===== src/rtl/xpat_eval_pkg.sv =====
// rtl/xpat_eval_pkg.sv - shared state type, sweep size and |a-b| helper for the XPAT error sweeper
// Contents: state_t (IDLE/SWEEP/DRAIN/DONE), N_IN_DEF, NVEC, abs_diff()
package xpat_eval_pkg;

    typedef enum logic [1:0] {
        IDLE  = 2'd0,
        SWEEP = 2'd1,
        DRAIN = 2'd2,
        DONE  = 2'd3
    } state_t;

    localparam int N_IN_DEF = 4;
    localparam int NVEC     = 2 ** N_IN_DEF;

    function automatic int unsigned abs_diff(input int unsigned x, input int unsigned y);
        return (x >= y) ? (x - y) : (y - x);
    endfunction

endpackage


===== src/rtl/adder_error_sweeper_if.sv =====
// rtl/adder_error_sweeper_if.sv - stimulus/result link between the sweeper and the approximate adder
// Signals: stim (N_IN, pattern into the adder), approx_out (N_OUT, adder result)
// Modports: master = sweeper side, slave = adder side
interface adder_error_sweeper_if #(
    parameter int N_IN  = 4,
    parameter int N_OUT = 3
);
    logic [N_IN-1:0]  stim;
    logic [N_OUT-1:0] approx_out;

    modport master (output stim, input approx_out);
    modport slave  (input stim, output approx_out);
endinterface


===== src/rtl/err_accum.sv =====
// rtl/err_accum.sv - accumulate-stage statistics registers for the error sweeper
// Ports: clk, rst_n (async active-low), i_clr (clear all stats), i_vld/i_err/i_tag (stage E result),
//        o_max_err, o_err_cnt, o_viol_cnt, o_sum_err, o_first_fail
module err_accum #(
    parameter int N_IN  = 4,
    parameter int N_OUT = 3,
    parameter int ET    = 2
) (
    input  logic                  clk,
    input  logic                  rst_n,
    input  logic                  i_clr,
    input  logic                  i_vld,
    input  logic [N_OUT-1:0]      i_err,
    input  logic [N_IN-1:0]       i_tag,
    output logic [N_OUT-1:0]      o_max_err,
    output logic [N_IN:0]         o_err_cnt,
    output logic [N_IN:0]         o_viol_cnt,
    output logic [N_IN+N_OUT-1:0] o_sum_err,
    output logic [N_IN-1:0]       o_first_fail
);
    localparam logic [N_OUT-1:0] ET_W    = N_OUT'(ET);
    localparam logic [N_IN:0]    CNT_ONE = (N_IN+1)'(1);

    logic [N_OUT-1:0]      r_max_err;
    logic [N_IN:0]         r_err_cnt;
    logic [N_IN:0]         r_viol_cnt;
    logic [N_IN+N_OUT-1:0] r_sum_err;
    logic [N_IN-1:0]       r_first_fail;
    logic                  r_ff_set;    // first_fail already captured this sweep
    logic                  w_viol;

    assign w_viol = (i_err > ET_W);

    always_ff @(posedge clk or negedge rst_n) begin
        if (!rst_n) begin
            r_max_err    <= '0;
            r_err_cnt    <= '0;
            r_viol_cnt   <= '0;
            r_sum_err    <= '0;
            r_first_fail <= '0;
            r_ff_set     <= 1'b0;
        end else if (i_clr) begin
            r_max_err    <= '0;
            r_err_cnt    <= '0;
            r_viol_cnt   <= '0;
            r_sum_err    <= '0;
            r_first_fail <= '0;
            r_ff_set     <= 1'b0;
        end else if (i_vld) begin
            if (i_err > r_max_err) begin
                r_max_err <= i_err;
            end
            if (i_err != '0) begin
                r_err_cnt <= r_err_cnt + CNT_ONE;
            end
            if (w_viol) begin
                r_viol_cnt <= r_viol_cnt + CNT_ONE;
            end
            r_sum_err <= r_sum_err + {{N_IN{1'b0}}, i_err};
            if (w_viol && !r_ff_set) begin
                r_first_fail <= i_tag;
                r_ff_set     <= 1'b1;
            end
        end
    end

    assign o_max_err    = r_max_err;
    assign o_err_cnt    = r_err_cnt;
    assign o_viol_cnt   = r_viol_cnt;
    assign o_sum_err    = r_sum_err;
    assign o_first_fail = r_first_fail;
endmodule


===== src/rtl/adder_error_sweeper.sv =====
// rtl/adder_error_sweeper.sv - exhaustive stimulus sweep and error statistics for an approximate adder
// Ports: clk, rst_n (async active-low), bus (master: stim out, approx_out in),
//        i_start, i_abort, o_busy, o_done, o_pass,
//        o_max_err, o_err_cnt, o_viol_cnt, o_sum_err, o_first_fail
module adder_error_sweeper
    import xpat_eval_pkg::*;
#(
    parameter int N_IN    = N_IN_DEF,
    parameter int N_OUT   = N_IN_DEF / 2 + 1,
    parameter int ET      = 2,
    parameter int RET_LAT = 0
) (
    input  logic                  clk,
    input  logic                  rst_n,
    adder_error_sweeper_if.master bus,
    input  logic                  i_start,
    input  logic                  i_abort,
    output logic                  o_busy,
    output logic                  o_done,
    output logic                  o_pass,
    output logic [N_OUT-1:0]      o_max_err,
    output logic [N_IN:0]         o_err_cnt,
    output logic [N_IN:0]         o_viol_cnt,
    output logic [N_IN+N_OUT-1:0] o_sum_err,
    output logic [N_IN-1:0]       o_first_fail
);
    localparam int              HALF       = N_IN / 2;
    localparam logic [N_IN-1:0] LAST_VEC   = N_IN'((2 ** N_IN) - 1);
    localparam logic [N_IN-1:0] STIM_ONE   = N_IN'(1);
    localparam logic [2:0]      DRAIN_LAST = 3'(RET_LAT + 1);
    localparam logic [2:0]      DRAIN_ONE  = 3'(1);

    state_t          r_state;
    logic [N_IN-1:0] r_stim;
    logic [2:0]      r_drain;
    logic            r_busy;
    logic            r_done;
    logic            r_pass;

    logic            w_svld;     // stim carries a real vector this cycle
    logic            w_clr;      // accepted start: wipe stats
    logic            w_flush;    // drop every in-flight vector
    logic [N_IN-1:0] w_tag;      // stim delayed to line up with approx_out
    logic            w_tvld;
    logic [N_IN:0]   w_viol_cnt;

    assign w_svld  = (r_state == SWEEP);
    assign w_clr   = (r_state == IDLE) && i_start && !i_abort;
    assign w_flush = w_clr || (i_abort && ((r_state == SWEEP) || (r_state == DRAIN)));

    always_ff @(posedge clk or negedge rst_n) begin
        if (!rst_n) begin
            r_state <= IDLE;
            r_stim  <= '0;
            r_drain <= '0;
            r_busy  <= 1'b0;
            r_done  <= 1'b0;
            r_pass  <= 1'b0;
        end else begin
            r_done <= 1'b0;
            case (r_state)
                IDLE: begin
                    // abort beats a simultaneous start
                    if (i_start && !i_abort) begin
                        r_state <= SWEEP;
                        r_stim  <= '0;
                        r_busy  <= 1'b1;
                        r_pass  <= 1'b0;
                    end
                end
                SWEEP: begin
                    if (i_abort) begin
                        r_state <= IDLE;
                        r_busy  <= 1'b0;
                        r_pass  <= 1'b0;
                    end else if (r_stim == LAST_VEC) begin
                        r_state <= DRAIN;
                        r_drain <= '0;
                    end else begin
                        r_stim <= r_stim + STIM_ONE;
                    end
                end
                DRAIN: begin
                    // RET_LAT delay + stage E + stage A before the last vector lands
                    if (i_abort) begin
                        r_state <= IDLE;
                        r_busy  <= 1'b0;
                        r_pass  <= 1'b0;
                    end else if (r_drain == DRAIN_LAST) begin
                        r_state <= DONE;
                        r_busy  <= 1'b0;
                        r_done  <= 1'b1;
                        r_pass  <= (w_viol_cnt == '0);
                    end else begin
                        r_drain <= r_drain + DRAIN_ONE;
                    end
                end
                DONE: begin
                    r_state <= IDLE;
                end
                default: begin
                    r_state <= IDLE;
                end
            endcase
        end
    end

    assign bus.stim = r_stim;
    assign o_busy   = r_busy;
    assign o_done   = r_done;
    assign o_pass   = r_pass;

    generate
        if (RET_LAT == 0) begin : g_nodly
            assign w_tag  = r_stim;
            assign w_tvld = w_svld;
        end else begin : g_dly
            logic [N_IN-1:0]    r_dtag [RET_LAT];
            logic [RET_LAT-1:0] r_dvld;

            always_ff @(posedge clk or negedge rst_n) begin
                if (!rst_n) begin
                    for (int i = 0; i < RET_LAT; i++) begin
                        r_dtag[i] <= '0;
                    end
                    r_dvld <= '0;
                end else begin
                    r_dtag[0] <= r_stim;
                    r_dvld[0] <= w_svld && !w_flush;
                    for (int i = 1; i < RET_LAT; i++) begin
                        r_dtag[i] <= r_dtag[i-1];
                        r_dvld[i] <= r_dvld[i-1] && !w_flush;
                    end
                end
            end

            assign w_tag  = r_dtag[RET_LAT-1];
            assign w_tvld = r_dvld[RET_LAT-1];
        end
    endgenerate

    // Stage E: exact sum of the aligned vector and its distance from the adder result
    logic [N_OUT-1:0] w_a;
    logic [N_OUT-1:0] w_b;
    logic [N_OUT-1:0] w_exact;
    logic [N_OUT-1:0] w_err;
    logic             r_e_vld;
    logic [N_OUT-1:0] r_e_err;
    logic [N_IN-1:0]  r_e_tag;

    assign w_a     = N_OUT'(w_tag[HALF-1:0]);
    assign w_b     = N_OUT'(w_tag[N_IN-1:HALF]);
    assign w_exact = w_a + w_b;
    assign w_err   = N_OUT'(abs_diff(32'(w_exact), 32'(bus.approx_out)));

    always_ff @(posedge clk or negedge rst_n) begin
        if (!rst_n) begin
            r_e_vld <= 1'b0;
            r_e_err <= '0;
            r_e_tag <= '0;
        end else begin
            r_e_vld <= w_tvld && !w_flush;
            r_e_err <= w_err;
            r_e_tag <= w_tag;
        end
    end

    err_accum #(
        .N_IN  (N_IN),
        .N_OUT (N_OUT),
        .ET    (ET)
    ) u_accum (
        .clk          (clk),
        .rst_n        (rst_n),
        .i_clr        (w_clr),
        .i_vld        (r_e_vld),
        .i_err        (r_e_err),
        .i_tag        (r_e_tag),
        .o_max_err    (o_max_err),
        .o_err_cnt    (o_err_cnt),
        .o_viol_cnt   (w_viol_cnt),
        .o_sum_err    (o_sum_err),
        .o_first_fail (o_first_fail)
    );

    assign o_viol_cnt = w_viol_cnt;
endmodule


===== src/flat_wrapper.sv =====
// flat-port wrapper written by rule: the top's interface ports become plain ports
module adder_error_sweeper_flat import xpat_eval_pkg::*;
#(
    parameter int N_IN    = N_IN_DEF,
    parameter int N_OUT   = N_IN_DEF / 2 + 1,
    parameter int ET      = 2,
    parameter int RET_LAT = 0
)
  (clk, rst_n, i_start, i_abort, o_busy, o_done, o_pass, o_max_err, o_err_cnt, o_viol_cnt, o_sum_err, o_first_fail, bus_stim, bus_approx_out);
  adder_error_sweeper_if #(.N_IN(N_IN), .N_OUT(N_OUT)) bus_i ();
  input  logic clk;
  input  logic rst_n;
  input  logic i_start;
  input  logic i_abort;
  output logic o_busy;
  output logic o_done;
  output logic o_pass;
  output logic [N_OUT-1:0] o_max_err;
  output logic [N_IN:0] o_err_cnt;
  output logic [N_IN:0] o_viol_cnt;
  output logic [N_IN+N_OUT-1:0] o_sum_err;
  output logic [N_IN-1:0] o_first_fail;
  output wire logic [$bits(bus_i.stim)-1:0] bus_stim;
  input wire logic [$bits(bus_i.approx_out)-1:0] bus_approx_out;
  assign bus_stim = bus_i.stim;
  assign bus_i.approx_out = bus_approx_out;
  adder_error_sweeper #(.N_IN(N_IN), .N_OUT(N_OUT), .ET(ET), .RET_LAT(RET_LAT)) u_core (.clk(clk), .rst_n(rst_n), .bus(bus_i), .i_start(i_start), .i_abort(i_abort), .o_busy(o_busy), .o_done(o_done), .o_pass(o_pass), .o_max_err(o_max_err), .o_err_cnt(o_err_cnt), .o_viol_cnt(o_viol_cnt), .o_sum_err(o_sum_err), .o_first_fail(o_first_fail));
endmodule

===== config.mk =====
export PLATFORM = sky130hd
export DESIGN_NAME = adder_error_sweeper_flat
export DESIGN_NICKNAME = d
export VERILOG_FILES = /design/src/rtl/xpat_eval_pkg.sv /design/src/rtl/adder_error_sweeper_if.sv /design/src/rtl/err_accum.sv /design/src/rtl/adder_error_sweeper.sv /design/src/flat_wrapper.sv
export SDC_FILE = /design/constraint.sdc
export NUM_CORES = 1
export LEC_CHECK = 0
export ABC_CLOCK_PERIOD_IN_PS = 2500
export CORE_UTILIZATION = 54
export DETAILED_ROUTE_END_ITERATION = 8
export PLACE_DENSITY_LB_ADDON = 0.05
export SETUP_SLACK_MARGIN = 0.3
export SLEW_MARGIN = 20
export SYNTH_ARGS = -nofsm -noshare
export SYNTH_HDL_FRONTEND = slang
export SYNTH_SLANG_ARGS = --single-unit

===== constraint.sdc =====
create_clock -name clk -period 2.5 [get_ports clk]
set_input_delay 0.75 -clock clk [delete_from_list [all_inputs] [get_ports clk]]
set_output_delay 0.75 -clock clk [all_outputs]
set_load 0.03 [all_outputs]

After elaboration in Yosys (flattened, before gate mapping)
Index checks and enable logic that the tools add are counted.
{ "word_totals": {"ff_bits": 45, "inputBits": 7, "output_inout_bits": 31} }
{ "classes": {"add_sub_neg": 8, "n_lt_le_gt_ge": 3, "n_eq_ne": 14, "n_mux": 45, "n_reduce_logical": 30} }
{ "ops": {"columns": ["cell", "count"], "rows": [
  ["two-way mux 5 bit", 6],
  ["two-way mux 3 bit", 8],
  ["two-way mux 4 bit", 6],
  ["two-way mux 7 bit", 2],
  ["!= test 2 bit, second input constant", 7],
  ["nonzero test 2 bit", 7],
  ["two-way mux 1 bit", 13],
  ["adder 5 x 1 -> 5 bit, second input constant", 2],
  ["two-way mux 2 bit", 5],
  ["one-hot mux 2 bit (4 select lines)", 1],
  ["one-hot mux 4 bit (2 select lines)", 1],
  ["AND reduction 2 bit", 4],
  ["AND reduction 4 bit", 2],
  ["adder 7 x 3 -> 7 bit", 1],
  ["logical AND 1 bit", 6],
  ["!= test 3 bit, second input constant", 2],
  ["one-hot mux 1 bit (3 select lines)", 2],
  ["one-hot mux 3 bit (2 select lines)", 1],
  ["nonzero test 3 bit", 2],
  ["subtractor 3 bit", 2],
  ["zero test 5 bit", 1],
  ["AND reduction 5 bit", 1],
  ["adder 4 x 1 -> 4 bit, second input constant", 1],
  ["equality test 2 bit, second input constant", 2],
  ["12 further kinds", 15]
]} }

Logic depth before layout (Yosys ltp)
Gate-level depths: netlist of the first run.
{ "depth": {"ltp_word": 6, "depth_mapped": 9} }

Modules after synthesis
Synthesis of the first run repeated with hierarchy kept, for this count alone.
{ "hier_totals": {"hier_cells": 258, "hier_area_um2": 2601.2} }
{ "by_module_without_submodules": {"columns": ["module", "n_inst", "cells_each", "area_per_inst_um2", "seq_area_each_um2"], "rows": [
  ["err_accum", 1, 134, 1350.0, 625.6],
  ["adder_error_sweeper", 1, 124, 1251.2, 500.5]
]} }

Worst setup path after synthesis of the first run
OpenSTA, ideal clock, no wires.
{ "synth_path": {"kind": "register to register", "startpoint": "reg u_core.r_stim[0], in the netlist u_core.bus.stim[0]", "endpoint": "reg u_core.r_e_err[2]", "setup_ns": 0.077, "arrival_ns": 2.324, "setup_slack_ns": 0.099, "path_stages_with_launch": 10, "path_cell_list": "dfrtp_1 -> ha_1 -> inv_1 -> fa_1 -> inv_1 -> fa_1 -> o211ai_1 -> o31ai_1 -> a41o_1 -> a21oi_1"} }
{ "synth_between": {"elab_chain_len": 3} }
{ "synth_lines": {"columns": ["item", "line", "text"], "rows": [
  ["from (decl)", "adder_error_sweeper.sv:34", "logic [N_IN-1:0] r_stim;"],
  ["from (signal assigned)", "adder_error_sweeper.sv:80", "r_stim <= r_stim + STIM_ONE;"],
  ["adder 2 x 2 -> 3 bit *", "adder_error_sweeper.sv:153", "assign w_exact = w_a + w_b;"],
  ["subtractor 3 bit or greater-or-equal comparator 3 bit (tied branches)", "xpat_eval_pkg.sv:16", "return (x >= y) ? (x - y) : (y - x);"],
  ["two-way mux 3 bit *", "xpat_eval_pkg.sv:16", null],
  ["net u_core.w_err[2]", "adder_error_sweeper.sv:146", "logic [N_OUT-1:0] w_err;"],
  ["to (signal assigned)", "adder_error_sweeper.sv:163", "r_e_err <= w_err;"],
  ["to (decl)", "adder_error_sweeper.sv:148", "logic [N_OUT-1:0] r_e_err;"]
]} }
The timed path passes the listed nets; every way through them passes the cells marked *.
A chain may end at the register's enable or synchronous reset.

Worst setup path in the final report of the first run
{ "layout_path": {"startpoint": "reg u_core.r_stim[2], in the netlist u_core.bus.stim[2]", "endpoint": "reg u_core.r_e_err[2]"} }
Same word-level chain as after synthesis.

==> metrics, run 1 <==
clk_lat worst skew 0.30 ns; Worst R2R Setup Slack 0.33 ns; first-pass GRT wire length 8490 microns; Finished Cell Area 3150 sq um; Final ANT Viol Nets 0; hpwl dp 3720 microns; setup ws final 0.334 ns; via count 1983; clock slew at reported path FFs 0.09 ns; largest net degree at the start of global routing 27; part of the Yosys area used for sequential elements 0.441; Yosys reg bits 45; hold crit path type in2async; # H-tree levels 2; clk buf depth 2; Critical Path Sink u_core.r_e_err[2]$_DFF_PN0_; mapped cell area 2550 sq um; Fin. Hold Viols 0; total negative slack 0 ns; layout cells sized above 1 0.116; Slew Limit Fails 0; initial antenna violation count 0; DR iter-0 viols 127; status finished, violations left; Ant. Diodes 0; RR Endpoint u_core.r_e_err[2]$_DFF_PN0_; Startpoint Class register; residual DRC count 4; die area 5010 sq um; slew margin rel. 0.635; period utilisation layout 0.866; vias in the first global route 1942; CTS Buf Count 5; Tmin final 2.17 ns; Starting Density 0.575; fin cells 355; Die Span Y 70.8 microns; Power Total 4.08 mW; Syn Area/Cell 9.94 sq um; Place WS 0.0616 ns; IO buf count 37; Final nets 335; worst slew pin tran 0.548 ns; total grt overflow 0; number of distinct library cells after synthesis 44; Syn Inst Count 257; r2r startpoint u_core.bus.stim[2]$_DFFE_PN0P_; Peak Freq 462 MHz; placed instance count 346; Pwr Density 1300 nW/um^2; Worst setup EP type register; # Max-Cap Violations 0; Total Routing Usage GR 0.215; Worst Setup SP u_core.bus.stim[2]$_DFFE_PN0P_; Via density 5.59; clock sink count 45; Placeable Area 4440 sq um; Post-Syn Nets 290; crit path kind reg2reg; Critical Path RT 2.72 ns; RSZ-0062 raised after global routing yes; Ports 38; RD Place Congestion 0.820; VDD IR-drop max 605 uV; width of the die 70.8 microns; CTS Root Cell clkbuf_8; DR WL/cell 14.0 microns; Area after DPL 3040 sq um; failing checks design-rule violations; synth warn 0; row cnt 24; leakage 1.46 nW; Fill cells 360; Layout area overhead 23.2%; Arrival @ worst endpoint 2.39 ns; DR pass1 iterations 6; R2R cell count 8; final wirelength 4990 microns; # setup viols final 0; CTS tree yes; Post-CTS Hold Buffers 0; Critical Path Fanout Max 3; Worst Skew 0.0113 ns
## placed cells by master, fill, tap and decap left out, types with 3 or more instances in the layout
cell             netlist  final
dfrtp_2                0      4
o21ai_0               16     15
ha_1                  22     20
a21o_1                 4      4
clkdlybuf4s50_1        0     28
dlygate4sd2_1          0      3
dfrtp_1               45     41
dlymetal6s2s_1         0      5
mux2_2                 3      3
buf_4                  0      6
a211oi_1               3      3
nor3_1                 6      6
clkbuf_8               0      5
nand2_1               12     12
inv_1                 27     25
nor2b_1                4      4
or3_1                  3      3
fa_2                   0      3
nand3_1               11     11
xnor2_1                6      6
nand4_1                4      4
nor2_1                20     20
nand2b_1               4      4
a21oi_1               21     20
clkinvlp_4             0      3
xor2_1                 4      4
mux2i_1                7      7
## power breakdown
group / switching [mW] / total, mW / internal, mW
clock: 0.262 / 0.458 / 0.196
sequential: 0.318 / 1.34 / 1.02
combinational: 1.28 / 2.29 / 1.01
## worst min-delay path by stage
stage / to / cells after the start / slack, ns
2_1_floorplan: u_core.bus.stim[0]$_DFFE_PN0P_ / 0 / 0.45
3_3_place_gp: u_core.r_e_tag[3]$_DFF_PN0_ / 0 / 0.45
3_5_place_dp: u_core.r_e_tag[3]$_DFF_PN0_ / 0 / 0.44
4_1_cts: u_core.u_accum.o_sum_err[3]$_DFFE_PN0P_ / 1 / 0.33
5_1_grt: u_core.u_accum.o_sum_err[2]$_DFFE_PN0P_ / 1 / 0.35
6_report: u_core.u_accum.o_sum_err[2]$_DFFE_PN0P_ / 1 / 0.33
## synthesized netlist by cell type, drive strengths merged
cell type / instances / area (sq um)
a211oi: 3 / 22.5
nor4: 1 / 6.26
xnor2: 6 / 52.6
a21oi: 21 / 105
o31a: 2 / 17.5
nand3b: 1 / 7.51
nor4b: 1 / 8.76
dfrtp: 45 / 1130
a2bb2oi: 1 / 15.0
o211ai: 1 / 7.51
nand3: 11 / 55.1
mux2i: 7 / 70.1
nor3: 6 / 30.0
o22ai: 1 / 6.26
nand2: 12 / 45.0
a41o: 1 / 10.0
o41ai: 2 / 25.0
a21o: 4 / 30.0
xor2: 4 / 35.0
or4b: 1 / 10.0
fa: 4 / 80.1
ha: 22 / 275
nor2b: 5 / 33.8
or2: 1 / 6.26
or3: 3 / 18.8
nor2: 20 / 75.1
nor3b: 2 / 15.0
o221ai: 1 / 8.76
mux2: 3 / 33.8
buf: 5 / 25.0
o31ai: 2 / 15.0
o21ai: 17 / 85.1
and4: 1 / 8.76
nand2b: 5 / 33.8
inv: 27 / 101
nand4: 4 / 25.0
and3: 2 / 13.8
o21a: 1 / 7.51
a21boi: 1 / 7.51
## final cells by class
class / instances / area [sq um] / share of cell area
inverters: 27 / 101 / 0.0322
clock inverters: 3 / 22.5 / 0.00716
clock buffers: 5 / 68.8 / 0.0219
well taps: 52 / 65.1 / 0.0207
flip-flops and latches: 45 / 1130 / 0.359
multi-input cells: 180 / 1340 / 0.425
repair buffers: 43 / 419 / 0.133
## metrics by stage
step | hold slack, ns | util
after global routing | 0.349 | 0.708
after CTS | 0.333 | 0.705
after global placement | 0.445 | 0.683
after detailed placement | 0.444 | 0.683
final | 0.330 | 0.708
after floorplan | 0.454 | -
## flip-flops by register name (all words and copies together), names as in the netlist
name	flops
u_core.r_e_err	3
u_core.r_state	2
u_core.u_accum.o_viol_cnt	5
u_core.r_e_tag	4
u_core.u_accum.r_ff_set	1
u_core.u_accum.o_max_err	3
u_core.r_drain	3
u_core.u_accum.o_first_fail	4
u_core.r_e_vld	1
u_core.u_accum.o_err_cnt	5
u_core.o_pass	1
u_core.o_busy	1
u_core.o_done	1
u_core.bus.stim	4
u_core.u_accum.o_sum_err	7
## per-layer routing
layer / wire length [microns] / track usage
met5: 0 / 0
met4: 43 / 0.0622
met3: 153 / 0.0370
met2: 2450 / 0.379
met1: 2340 / 0.272
## critical path, stage by stage, from the launching register on
cell and delay, ns:
dfrtp_2 0.44, ha_4 0.16, inv_2 0.05, fa_2 0.47
fa_2 0.39, o211ai_1 0.17, o31ai_1 0.09, a41o_1 0.21
a21oi_1 0.12
## cells by family after synthesis
group | count (synthesis) | share of synthesized area
compound gates | 58 | 0.142
mux | 10 | 0.0406
simple gates | 76 | 0.154
flops | 45 | 0.441
xor+xnor | 10 | 0.0343
fa+ha+maj | 26 | 0.139
buf+inv | 32 | 0.0495
## what timing repair did
item / 4_1_cts / 5_1_grt
setup buffers: 1 / 0
pin swaps: 0 / 2
gates resized for setup: 3 / 6
endpoints found under the setup margin: 6 / 7
No activity file was read; power rests on OpenSTA's default activity.
==> run 2: changes to the inputs <==
--- a/config.mk
+++ b/config.mk
@@ -6,6 +6,7 @@
 export NUM_CORES = 1
 export LEC_CHECK = 0
 export ABC_CLOCK_PERIOD_IN_PS = 2500
+export CORE_ASPECT_RATIO = 0.7
 export CORE_UTILIZATION = 54
 export DETAILED_ROUTE_END_ITERATION = 8
 export PLACE_DENSITY_LB_ADDON = 0.05
==> run 2 against run 1 <==
Against the previous run:
- the run still ends with design-rule violations left
- combinational power increased by 2%
- sequential cell count unchanged
- highest routed layer unchanged
- largest power group unchanged
- non-clock buffer count up 1
- critical endpoint is now o_viol_cnt[2]
- fmax is essentially flat
- hold slack better by 0.13 ns
- first-iteration DRC count increased by 10%
- setup slack got worse by 0.0013 ns
- die area barely moved
==> metrics, run 2 (synthesis gave the netlist of run 1 again) <==
clock sink count 45 (unchanged); Tmin final 2.17 ns (about the same); vias in the first global route 1751 (was 1942); Critical Path Fanout Max 5 (was 3); VDD IR-drop max 703 uV (was 605 uV); Ant. Diodes 0 (unchanged); RSZ-0062 raised after global routing yes (unchanged); hpwl dp 3610 microns (was 3720 microns); DR pass1 iterations 6 (unchanged); leading cell type in the layout, fill and taps excluded dfrtp_1 (unchanged); hold_ws 0.458 ns (was 0.330 ns); DR iter-0 viols 140 (was 127); Starting Density 0.577 (was 0.575); crit-path cells clkdlybuf4s50_1 (was ha_4 > inv_2 > fa_2 > fa_2 > o211ai_1 > o31ai_1 > a41o_1 > a21oi_1); Total Routing Usage GR 0.213 (was 0.215); via count 1993 (was 1983); Final ANT Viol Nets 0 (unchanged); Critical Path RT 1.75 ns (was 2.72 ns); Worst Skew 0.00395 ns (was 0.0113 ns); Slew Limit Fails 0 (unchanged); row cnt 20 (was 24); # Max-Cap Violations 0 (unchanged); CTS Buf Count 5 (unchanged); setup ws final 0.333 ns (was 0.334 ns); CTS tree yes (unchanged); RD Place Congestion 0.830 (was 0.820); first-pass GRT wire length 8270 microns (was 8490 microns); Fin. Hold Viols 0 (unchanged); clock slew at reported path FFs 0.08 ns (was 0.09 ns); width of the die 84.2 microns (was 70.8 microns); CTS Root Cell clkbuf_8 (unchanged); Power Total 4.10 mW (was 4.08 mW); Peak Freq 461 MHz (was 462 MHz); final wirelength 5000 microns (was 4990 microns); Arrival @ worst endpoint 1.42 ns (was 2.39 ns); Startpoint Class register (unchanged); residual DRC count 6 (was 4); slew margin rel. 0.619 (was 0.635); DR WL/cell 13.9 microns (was 14.0 microns); IO buf count 37 (unchanged); crit path kind reg2out (was reg2reg); most frequent cells in the layout 41 x dfrtp_1, 34 x clkdlybuf4s50_1, 25 x inv_1, 20 x nor2_1, 20 x ha_1 (was 41 x dfrtp_1, 28 x clkdlybuf4s50_1, 25 x inv_1); Largest register FFs 7 (unchanged); total negative slack 0 ns (unchanged); hold crit path type reg2reg (was in2async); Place WS 0.0291 ns (was 0.0616 ns); layout cells sized above 1 0.109 (was 0.116); Via density 5.55 (was 5.59); total grt overflow 0 (unchanged); initial antenna violation count 0 (unchanged); die area 5020 sq um (was 5010 sq um); period utilisation layout 0.867 (was 0.866); Buf/Inv on CP 1 (unchanged); fin cells 359 (was 355); clk buf depth 2 (unchanged); # H-tree levels 2 (unchanged); failing checks design-rule violations (unchanged); Pwr Density 1300 nW/um^2 (about the same); CP delay by family, top buffers and inverters (was adder cells); slowest CP cell clkdlybuf4s50_1 (was fa_2); status finished, violations left (unchanged); largest stage delay on the critical path 0.70 ns (was 0.47 ns); Placeable Area 4430 sq um (was 4440 sq um); Die Span Y 59.6 microns (was 70.8 microns); placed instance count 348 (was 346); largest net degree at the start of global routing 46 (was 27); # setup viols final 0 (unchanged); clk_lat worst skew 0.29 ns (was 0.30 ns); Final nets 336 (was 335); Worst setup EP type output port (was register); worst slew pin tran 0.571 ns (was 0.548 ns); leakage 1.42 nW (was 1.46 nW); Ports 38 (unchanged); Layout area overhead 23.1% (was 23.2%)
[run 2: cell count changes in the layout (fill, tap and decap cells not counted), sizes merged]
cell,previous run,this run
buf,7,8
dlygate4sd2,3,0
dlymetal6s2s,5,2
clkbuf,5,8
clkinvlp,3,0
clkdlybuf4s50,28,34
[run 2: through the flow]
stage                     utilization  cell area, sq um
final                           0.710              3140
after global routing            0.710              3140
after CTS                       0.708              3140
after detailed placement        0.685              3030
after global placement          0.685              3030
after floorplan                     -              2590
[run 2: worst paths after layout]
path,cells after the start,slack [ns],to,start
max,1,0.33,o_viol_cnt[2],u_core.u_accum.o_viol_cnt[2]$_DFFE_PN0P_
max reg2reg,8,0.35,u_core.r_e_err[2]$_DFF_PN0_,u_core.bus.stim[0]$_DFFE_PN0P_
min in group asynchronous,2,0.53,u_core.u_accum.o_sum_err[4]$_DFFE_PN0P_,rst_n
max in group asynchronous,2,1.55,u_core.bus.stim[0]$_DFFE_PN0P_,rst_n
min reg2reg,0,0.46,u_core.r_e_tag[1]$_DFF_PN0_,u_core.bus.stim[1]$_DFFE_PN0P_
min,0,0.46,u_core.r_e_tag[1]$_DFF_PN0_,u_core.bus.stim[1]$_DFFE_PN0P_
[run 2: cell type report]
cell class,instances,area (sq um)
Multi-Input combinational cell,180,1340
Fill cell,355,1280
Sequential cell,45,1130
Timing Repair Buffer,44,423
Inverter,27,101
Clock buffer,8,80.1
Tap cell,55,68.8
[run 2: where the power goes]
| group | internal, mW | switching [mW] |
|---|---|---|
| clock network | 0.199 | 0.231 |
| logic | 1.04 | 1.30 |
| registers | 1.02 | 0.315 |
[run 2: repair_timing]
item                       4_1_cts  5_1_grt
setup endpoints to repair        4        3
pin swaps                        2        1
buffers inserted                 3        0
hold buffers                     0        0
gates resized for setup          0        3
[run 2: metal layers]
metal | global-route usage | vias up | share of wire
met1 | 0.320 | 960 | 0.54
met4 | 0.0591 | 0 | 0.0086
met5 | 0 | - | 0
met3 | 0.0501 | 5 | 0.044
li1 | - | 986 | -
met2 | 0.306 | 42 | 0.41
==> run 3: changes to the inputs <==
--- a/config.mk
+++ b/config.mk
@@ -15,3 +15,4 @@
 export SYNTH_ARGS = -nofsm -noshare
 export SYNTH_HDL_FRONTEND = slang
 export SYNTH_SLANG_ARGS = --single-unit
+export TNS_END_PERCENT = 30
==> run 3 against run 2 <==
Against the previous run:
- the run still ends with design-rule violations left
- clock power about the same
- die area stayed put
- power about the same
- critical path depth stayed put
- cell count unchanged
- global-route usage unchanged
- final area fell by 0.16%
- via count shrank 0.40%
- register-to-register slack about the same
- sequential share of layout area rose by 0.057 points
- largest cell class unchanged
- largest power group unchanged
- highest routed layer unchanged
==> metrics, run 3 (synthesis gave the netlist of run 1 again) <==
status finished, violations left (unchanged); failing checks design-rule violations (unchanged); Die Span Y 59.6 microns (unchanged); Final nets 336 (unchanged); Worst Setup SP u_core.u_accum.o_viol_cnt[1]$_DFFE_PN0P_ (was u_core.u_accum.o_viol_cnt[2]$_DFFE_PN0P_); RR Endpoint u_core.r_e_err[2]$_DFF_PN0_ (unchanged); Slew Limit Fails 0 (unchanged); Startpoint Class register (unchanged); hold crit path type reg2reg (unchanged); row cnt 20 (unchanged); IO buf count 37 (unchanged); Post-CTS Hold Buffers 0 (unchanged); residual DRC count 6 (unchanged); Pwr Density 1310 nW/um^2 (was 1300 nW/um^2); fin cells 359 (unchanged); Critical Path Sink o_viol_cnt[1] (was o_viol_cnt[2]); DR iter-0 viols 140 (unchanged); first-pass GRT wire length 8270 microns (unchanged); clk_lat worst skew 0.29 ns (about the same); total negative slack 0 ns (unchanged); Final ANT Viol Nets 0 (unchanged); # Max-Cap Violations 0 (unchanged); largest net degree at the start of global routing 46 (unchanged); Clock Power Share 0.105 (about the same); Critical Path RT 1.75 ns (about the same); # H-tree levels 2 (unchanged); vias in the first global route 1751 (unchanged); slew margin rel. 0.619 (about the same); period utilisation layout 0.867 (about the same); Via density 5.53 (was 5.55); met2 Use GR 0.306 (unchanged); Worst setup EP type output port (unchanged); worst slew pin tran 0.571 ns (about the same); CTS tree yes (unchanged); die area 5020 sq um (unchanged); Ant. Diodes 0 (unchanged); width of the die 84.2 microns (unchanged); Sw Ratio 0.450 (about the same); leakage 1.40 nW (was 1.42 nW); switching pwr 1.85 mW (about the same); largest stage delay on the critical path 0.70 ns (about the same); # setup viols final 0 (unchanged); VDD IR-drop max 702 uV (was 703 uV); final wirelength 5000 microns (about the same); clock slew at reported path FFs 0.08 ns (about the same); DR pass1 iterations 7 (was 6); Worst R2R Setup Slack 0.35 ns (about the same); Critical Path Fanout Max 5 (unchanged); hpwl dp 3610 microns (unchanged); total grt overflow 0 (unchanged); R2R cell count 8 (unchanged); RSZ-0062 raised after global routing yes (unchanged); number of cells on the critical path 1 (unchanged); Total Routing Usage GR 0.213 (unchanged); Area after DPL 3030 sq um (unchanged); most frequent cells in the layout 41 x dfrtp_1, 36 x clkdlybuf4s50_1, 25 x inv_1, 20 x nor2_1, 20 x ha_1 (was 41 x dfrtp_1, 34 x clkdlybuf4s50_1, 25 x inv_1, 20 x nor2_1, 20 x ha_1); Finished Cell Area 3140 sq um (about the same); layout cells sized above 1 0.109 (unchanged); placed instance count 348 (unchanged); Ports 38 (unchanged); DR WL/cell 13.9 microns (about the same); clk buf depth 2 (unchanged); register share of total power 0.325 (about the same); Power Total 4.10 mW (about the same); Fin. Hold Viols 0 (unchanged); initial antenna violation count 0 (unchanged); CP delay by family, top buffers and inverters (unchanged); CTS Root Cell clkbuf_8 (unchanged); combinational power share 0.570 (about the same); Tmin final 2.17 ns (about the same); CTS Buf Count 5 (unchanged); Placeable Area 4430 sq um (unchanged); slowest CP cell clkdlybuf4s50_1 (unchanged); Largest register FFs 7 (unchanged); Peak Freq 461 MHz (about the same); Buf/Inv on CP 1 (unchanged); clock sink count 45 (unchanged); grt met3 use 0.0501 (unchanged); Final Util 0.709 (was 0.710); RD Place Congestion 0.830 (unchanged); GR Util met1 0.320 (unchanged); leading cell type in the layout, fill and taps excluded dfrtp_1 (unchanged); crit-path cells clkdlybuf4s50_1 (unchanged); Worst Skew 0.00391 ns (was 0.00395 ns); via count 1985 (was 1993); crit path kind reg2out (unchanged); r2r startpoint u_core.bus.stim[0]$_DFFE_PN0P_ (unchanged); Starting Density 0.577 (unchanged); cell internal pwr 2.26 mW (about the same); Arrival @ worst endpoint 1.42 ns (about the same); Layout area overhead 22.9% (was 23.1%); gr busiest metal met1 (unchanged)
[run 3: cell types whose count changed in the layout (fill, tap and decap cells not counted), sizes merged]
cell and delta:
clkdlybuf4s50 +2, dlymetal6s2s -2
[run 3: metal layers]
metal / share of wire / wire length [microns]
met5: 0 / 0
met3: 0.042 / 210
met4: 0.0086 / 43
met2: 0.41 / 2060
met1: 0.54 / 2690
[run 3: layout make-up]
| type | instances | area, sq um |
|---|---|---|
| well taps | 55 | 68.8 |
| inverters | 27 | 101 |
| clock buffers | 8 | 80.1 |
| flip-flops and latches | 45 | 1130 |
| fillers | 356 | 1290 |
| multi-input cells | 180 | 1340 |
| repair buffers | 44 | 418 |
[run 3: power groups by stage]
| stage | clock (mW) | sequential [mW] | combinational, mW |
|---|---|---|---|
| after floorplan | 0 | 1.60 | 1.34 |
| after global placement | 0 | 1.36 | 2.22 |
| after detailed placement | 0 | 1.36 | 2.27 |
| after CTS | 0.444 | 1.33 | 2.33 |
| after global routing | 0.481 | 1.38 | 2.60 |
| final | 0.430 | 1.33 | 2.34 |
[run 3: how the worst min path moves through the flow]
| stage | from | to | slack (ns) | cells after the start |
|---|---|---|---|---|
| 6_report | u_core.bus.stim[1]$_DFFE_PN0P_ | u_core.r_e_tag[1]$_DFF_PN0_ | 0.46 | 0 |
| 3_3_place_gp | u_core.bus.stim[1]$_DFFE_PN0P_ | u_core.r_e_tag[1]$_DFF_PN0_ | 0.44 | 0 |
| 2_1_floorplan | rst_n | u_core.bus.stim[0]$_DFFE_PN0P_ | 0.45 | 0 |
| 5_1_grt | u_core.bus.stim[1]$_DFFE_PN0P_ | u_core.r_e_tag[1]$_DFF_PN0_ | 0.47 | 0 |
| 3_5_place_dp | u_core.bus.stim[1]$_DFFE_PN0P_ | u_core.r_e_tag[1]$_DFF_PN0_ | 0.44 | 0 |
| 4_1_cts | u_core.bus.stim[1]$_DFFE_PN0P_ | u_core.r_e_tag[1]$_DFF_PN0_ | 0.46 | 0 |
[run 3: what timing repair did]
action	4_1_cts	5_1_grt
pin swaps	2	1
resized for setup	0	1
setup endpoints to repair	4	3
setup buffers	3	0
hold endpoints to repair	0	0
[run 3: stage by stage]
| step | hold WS [ns] | setup WS (ns) |
|---|---|---|
| floorplan | 0.454 | 0.274 |
| global placement | 0.437 | 0.107 |
| detailed placement | 0.436 | 0.0291 |
| CTS | 0.459 | 0.311 |
| global route | 0.472 | 0.280 |
| finish | 0.458 | 0.333 |
